## src/rtl/requant_stream.sv

```systemverilog
// Three-stage streaming requantizer: out = sat(((x + zero) * mult) >>> shift).
// Define REQUANT_ROUND_EN for round-half-up; otherwise results truncate toward -inf.
module requant_stream #(
  parameter int IN_W   = 32,
  parameter int OUT_W  = 8,
  parameter int MULT_W = 32,
  parameter int ZERO_W = 16
) (
  input  logic                     clk,
  input  logic                     rstn,
  input  logic                     clear,
  input  logic signed [ZERO_W-1:0] cfg_zero,
  input  logic signed [MULT_W-1:0] cfg_mult,
  input  logic        [5:0]        cfg_shift,
  input  logic                     in_valid,
  output logic                     in_ready,
  input  logic signed [IN_W-1:0]   in_data,
  input  logic                     in_last,
  output logic                     out_valid,
  input  logic                     out_ready,
  output logic signed [OUT_W-1:0]  out_data,
  output logic                     out_last,
  output logic                     sat_flag
);
  localparam int AW     = IN_W + 1;
  localparam int PW     = AW + MULT_W;
  localparam int RW     = PW + 1;   // headroom for the rounding add
  localparam int STAGES = 3;

  localparam logic signed [RW-1:0] MAXV = RW'((64'sd1 <<< (OUT_W - 1)) - 64'sd1);
  localparam logic signed [RW-1:0] MINV = ~MAXV;

  typedef struct packed {
    logic signed [AW-1:0]     a;
    logic signed [MULT_W-1:0] mult;
    logic        [5:0]        shift;
    logic                     last;
  } s1_t;

  typedef struct packed {
    logic signed [PW-1:0] p;
    logic        [5:0]    shift;
    logic                 last;
  } s2_t;

  s1_t                s1;
  s2_t                s2;
  logic [STAGES-1:0]  vld_pipe;
  logic               adv, acc;

  assign out_valid = vld_pipe[STAGES-1];
  assign adv       = !out_valid || out_ready;
  assign in_ready  = adv && !clear && rstn;
  assign acc       = in_valid && in_ready;

  logic signed [RW-1:0]    sum, shr;
  logic signed [OUT_W-1:0] clamped;
  logic                    sat;

  always_comb begin
    sum = RW'(s2.p);
`ifdef REQUANT_ROUND_EN
    if (s2.shift != 6'd0) sum = sum + (RW'(1) <<< (s2.shift - 6'd1));
`endif
    shr     = sum >>> s2.shift;
    sat     = 1'b0;
    clamped = shr[OUT_W-1:0];
    if (shr > MAXV) begin
      sat     = 1'b1;
      clamped = MAXV[OUT_W-1:0];
    end else if (shr < MINV) begin
      sat     = 1'b1;
      clamped = MINV[OUT_W-1:0];
    end
  end

  // Data registers follow adv only; validity lives solely in vld_pipe, so clear
  // can leave stale data behind without harm.
  always_ff @(posedge clk or negedge rstn) begin
    if (!rstn) begin
      vld_pipe <= '0;
      s1       <= '0;
      s2       <= '0;
      out_data <= '0;
      out_last <= 1'b0;
      sat_flag <= 1'b0;
    end else begin
      if (clear)    vld_pipe <= '0;
      else if (adv) vld_pipe <= {vld_pipe[STAGES-2:0], acc};
      if (adv) begin
        s1.a     <= AW'(in_data) + AW'(cfg_zero);
        s1.mult  <= cfg_mult;
        s1.shift <= cfg_shift;
        s1.last  <= in_last;
        s2.p     <= PW'(s1.a) * PW'(s1.mult);
        s2.shift <= s1.shift;
        s2.last  <= s1.last;
        out_data <= clamped;
        out_last <= s2.last;
        sat_flag <= sat;
      end
    end
  end
endmodule

```

## config.mk

```make
export PLATFORM = sky130hd
export DESIGN_NAME = requant_stream
export DESIGN_NICKNAME = d
export VERILOG_FILES = /design/src/rtl/requant_stream.sv
export SDC_FILE = /design/constraint.sdc
export NUM_CORES = 2
export LEC_CHECK = 0
export BUFFER_PORTS_ARGS = -buffer_cell sky130_fd_sc_hd__buf_2
export CAP_MARGIN = 20
export CORE_ASPECT_RATIO = 1.4
export CORE_MARGIN = 2
export CORE_UTILIZATION = 42
export DETAILED_ROUTE_END_ITERATION = 16
export PLACE_DENSITY = 0.58
export SLEW_MARGIN = 5
export SYNTH_ARGS = -nofsm -noshare
export SYNTH_HDL_FRONTEND = slang
export SYNTH_SLANG_ARGS = --single-unit
```

## constraint.sdc

```tcl
create_clock -name clk -period 10.84 [get_ports clk]
set_clock_uncertainty 0.1 [all_clocks]
set_input_delay 0.542 -clock clk [delete_from_list [all_inputs] [get_ports clk]]
set_output_delay 0.542 -clock clk [all_outputs]
set_load 0.01 [all_outputs]
```

* After elaboration in Yosys (flattened, before gate mapping)
Index checks and enable logic that the tools add are counted.
Storage, ports and cells: flip-flop bits (word level) 157, bits of input ports 92, output and inout bits 12, logic and storage cells 29
Operators by class: add/subtract/negate cells 1, multipliers 1, magnitude comparators 2, shift-type cells 1, muxes and demuxes 6, reductions and logical operators 7
Operators by type and width (count):
- 66-bit by 8-bit > comparator with 1-bit output (second input constant) | 1
- 66-bit by 8-bit less-than comparator with 1-bit output (second input constant) | 1
- 65-bit by 6-bit >>> shifter with 66-bit output | 1
- 33-bit by 32-bit multiplier with 65-bit output | 1
- 32-bit by 16-bit adder with 33-bit output | 1
- 8-bit 2-to-1 mux | 2
- 3-bit 2-to-1 mux | 2
- 1-bit logical AND | 3
- 1-bit logical NOT | 2
- 1-bit 2-to-1 mux | 2
- 2-bit nonzero test | 1
- 1-bit logical OR | 1

* Depth between registers and ports, before layout
word-level depth 7, gate-level depth with buffers 28, mapped depth without buffers 27

* Worst setup path before layout
OpenSTA, ideal clock, no wires.
kind register -> register, start register s1[71] (netlist bit), end register s2[69] (netlist bit), library setup time 95 ps, data arrival time 7554 ps, required time 10645 ps, slack 3090 ps, cell stages (with the launch flop) 25, buffers on the path 2, period minus slack after synthesis 7750 ps, cells stage by stage dfrtp_1 clkbuf_1 nand2_1 inv_1 fa_1 fa_1 fa_1 fa_1 inv_1 fa_1 inv_1 fa_1 inv_1 fa_1 inv_1 fa_1 ha_1 clkbuf_1 and3_1 a22oi_1 o21ai_0 a222oi_1 a211oi_1 o21a_1 o31ai_1
Between the ends: word-level cells in the longest chain between the ends 1
RTL lines:
- start: declaration | line 46 | s1_t s1;
- 33-bit by 32-bit multiplier with 65-bit output | line 95 | s2.p <= PW'(s1.a) * PW'(s1.mult);
- end: declaration | line 47 | s2_t s2;
No other way between the ends. A chain may end at the register's enable or synchronous reset.

* Final worst setup path
start register s1[9] (netlist bit), end register s2[69] (netlist bit)
Same word-level chain as after synthesis.

==> flow_summary.rst <==
.. list-table::
   :header-rows: 1

   * - Metric
     - Value
   * - Result of the run
     - complete, no violations
   * - Number of storage elements in the synthesis netlist
     - between 150 and 200
   * - Number of nets in the layout
     - approximately 6700
   * - # H-tree levels
     - 4
   * - Worst hold path class
     - input port to register
   * - Final critical delay including setup and external delays
     - ~9.3 ns
   * - First-iteration detailed-routing DRC count
     - approximately 2500
   * - Critical path data required time
     - around 11 ns
   * - Number of flops mapped to enable cells by yosys
     - 0
   * - Worst reg2reg setup slack
     - 1.56 ns
   * - Period utilisation layout
     - between 80% and 90%
   * - HPWL reported at the end of detailed placement
     - between 100000 and 150000 µm
   * - Antenna Violating Nets Remaining
     - 0
   * - Slew Limit Fails
     - 0
   * - Die area
     - roughly 0.12 mm²
   * - Vertical extent of the die
     - around 400 µm
   * - Longest Clk Path Bufs
     - 2
   * - Global-route wire length before repair
     - roughly 240000 µm
   * - Effective utilization at floorplan
     - a little over two fifths
   * - Worst slew margin
     - 26.1%
   * - Floorplan row count
     - 149
   * - RSZ-0062 raised after global routing
     - no
   * - Final sum of negative setup slack
     - 0 ns
   * - Average wire per cell in the routed design
     - about 23 µm
   * - Type of the worst setup path
     - register to register
   * - Gate count of the mapped netlist
     - about 5400
   * - Avg Synthesized Cell Area
     - around 9.3 µm²
   * - Yosys top cell by area
     - sky130_fd_sc_hd__fa_1
   * - Count of max-cap constraint violations
     - 0
   * - GRT Total Usage
     - a little over a quarter
   * - Worst EP arrival
     - 9.60 ns
   * - Antenna violations before repair
     - 8
   * - Final setup violation count
     - 0
   * - Placed cell area
     - between 0.05 and 0.06 mm²
   * - Highest-count cells in the layout ignoring fill and taps
     - sky130_fd_sc_hd__fa_1, sky130_fd_sc_hd__inv_1, sky130_fd_sc_hd__nand2_1
   * - Share of layout cells above drive strength 1
     - between 6 and 7%
   * - Number of global-route vias before repair
     - 40400
   * - Primary flip-flop cell chosen by synthesis mapping
     - sky130_fd_sc_hd__dfrtp_1
   * - Post-route DRC
     - 0
   * - Number of different library cells in the post-synthesis netlist
     - 96
   * - Gp weighted congestion
     - 0.939
   * - Number of top-level pins
     - 104
   * - Proportion of synthesized flip-flops having asynchronous set or reset
     - 100%
   * - Largest cells by area after synthesis
     - sky130_fd_sc_hd__fa_1, sky130_fd_sc_hd__dfrtp_1, sky130_fd_sc_hd__inv_1, sky130_fd_sc_hd__and2_1, sky130_fd_sc_hd__nand2_1
   * - Core area
     - 0.118 mm²
   * - Total Wirelength
     - 155000 µm
   * - Layout overhead on the synthesized area
     - 4.46%
   * - Number of search-and-repair iterations in the first detailed-routing pass
     - 5
   * - Warning count from the yosys run
     - 0
   * - Largest net degree at the start of global routing
     - around 160
   * - Post-Layout Inst Area
     - about 0.052 mm²
   * - Cell at the root of the clock tree
     - sky130_fd_sc_hd__clkbuf_16
   * - FMAX
     - about 110 MHz
   * - Fraction of post-synthesis cell area in the top cell type by area
     - between 40% and 50%
   * - # port buffers
     - between 100 and 150
   * - Total nets after synthesis
     - 6804
   * - Post-CTS setup buffers
     - 0
   * - Post-CTS Resized
     - 0
   * - Clock buffer count from CTS
     - 17
   * - TritonCTS clock tree
     - yes
   * - Element type at the critical path start
     - register
   * - Peak fanout along the critical path
     - 23
   * - Hold Violations, Final
     - 0
   * - Sequential cell area fraction in the yosys report
     - between 7 and 8%
   * - Vias per inst
     - about 5.4
   * - Hold buffer count at cts
     - 1
   * - CTS Sinks
     - between 150 and 200
   * - Die boundary width
     - a little under 300 µm
   * - Clock transition time at the flip-flop clock pins of the worst setup and hold paths
     - about 0.090 ns
   * - Clock latency of the later-clocked register in the worst-skew pair
     - approximately 0.53 ns
   * - Fillers
     - around 12000
   * - Total grt overflow
     - 0
   * - Post-synthesis instance area
     - between 0.04 and 0.05 mm²
   * - Nature of the critical path endpoint
     - register
   * - Commonest non-fill, non-tap cell in the layout
     - sky130_fd_sc_hd__fa_1
   * - Slew of the pin with the lowest slew margin
     - around 1.1 ns
   * - Vias
     - approximately 37000
layout make-up:
cell class / instances / area [µm²] / share of cell area [%]
tap: 1585 / 1980 / 3.80
timing repair buffer: 179 / 1150 / 2.21
antenna: 6 / 15.0 / 0.0288
inverter: 1024 / 3850 / 7.37
multi-input combinational: 3880 / 40700 / 77.9
clock buffer: 18 / 429 / 0.822
clock inverter: 13 / 154 / 0.295
sequential: 157 / 3970 / 7.60
state kept, by name, summed over array words and instances, names as in the netlist:
name,count
vld_pipe,3
out_last,1
out_data,8
s2,72
sat_flag,1
s1,72
metrics by stage:
stage / instances / hold slack (ns) / util (%) / worst slack [ns]
6_report: 6862 / 0.106 / 44.2 / 1.56
5_1_grt: 6857 / 0.106 / 44.2 / 1.03
4_1_cts: 6856 / 0.0711 / 44.2 / 1.52
3_5_place_dp: 6824 / 0.358 / 43.7 / 1.54
3_3_place_gp: 6821 / 0.351 / 43.7 / 1.59
2_1_floorplan: 5381 / 0.146 / - / 3.09
worst paths after layout:
check / start / endpoint / cells after the start
worst max-delay path: s1[9] / s2[69] / 24
worst min-delay path: cfg_mult[11] / s1[18] / 3
worst max register to register: s1[9] / s2[69] / 24
worst min register to register: out_last / out_last / 2
min in group asynchronous: rstn / s2[3] / 2
max in group asynchronous: rstn / s1[25] / 3
worst max-delay path, cell delays in order (launching register included):
cell	delay (ns)
sky130_fd_sc_hd__dfrtp_1	1.07
sky130_fd_sc_hd__buf_4	0.34
sky130_fd_sc_hd__nand2_1	0.11
sky130_fd_sc_hd__inv_1	0.17
sky130_fd_sc_hd__fa_1	0.46
sky130_fd_sc_hd__fa_1	0.49
sky130_fd_sc_hd__fa_1	0.94
sky130_fd_sc_hd__fa_1	0.69
sky130_fd_sc_hd__inv_1	0.43
sky130_fd_sc_hd__fa_1	0.62
sky130_fd_sc_hd__inv_1	0.06
sky130_fd_sc_hd__fa_1	0.53
sky130_fd_sc_hd__inv_1	0.05
sky130_fd_sc_hd__fa_1	0.47
sky130_fd_sc_hd__inv_1	0.05
sky130_fd_sc_hd__fa_1	0.45
sky130_fd_sc_hd__ha_1	0.38
sky130_fd_sc_hd__a21oi_1	0.20
sky130_fd_sc_hd__o21ai_0	0.11
sky130_fd_sc_hd__a22oi_1	0.18
sky130_fd_sc_hd__o21ai_0	0.13
sky130_fd_sc_hd__a222oi_1	0.53
sky130_fd_sc_hd__a211oi_1	0.18
sky130_fd_sc_hd__o21a_1	0.21
sky130_fd_sc_hd__o31ai_1	0.21
metal layers:
layer | up-vias | part of all wire, % | global-route usage, %
met5 | - | 0 | 0
met3 | 346 | 3.6 | 2.11
met2 | 1051 | 54 | 48.8
met1 | 19600 | 38 | 30.8
li1 | 16200 | - | -
met4 | 0 | 5.1 | 12.3
cell usage after synthesis (all sizes together), types with 30 or more instances:
library cell / n
nor2: 188
xor2: 31
xnor2: 64
fa: 1113
o21ai: 112
mux2i: 71
ha: 218
mux4: 77
buf: 47
and2: 536
clkbuf: 272
a21oi: 177
mux2: 30
dfrtp: 157
nand3: 35
inv: 1022
a21o: 68
nand2: 803
cell families after synthesis:
kind of cell             after synthesis  synth area share, %
AND/OR/NAND/NOR                     1706                 16.4
buffers and inverters               1344                 10.8
adder cells (fa/ha/maj)             1331                 50.0
AO/OA/AOI/OAI                        570                 7.45
multiplexers                         178                 5.73
flip-flops                           157                 7.86
XOR/XNOR                              95                 1.66
Power is not shown: default switching activity piles up to over one toggle a cycle in this logic, so the estimate is an artifact.
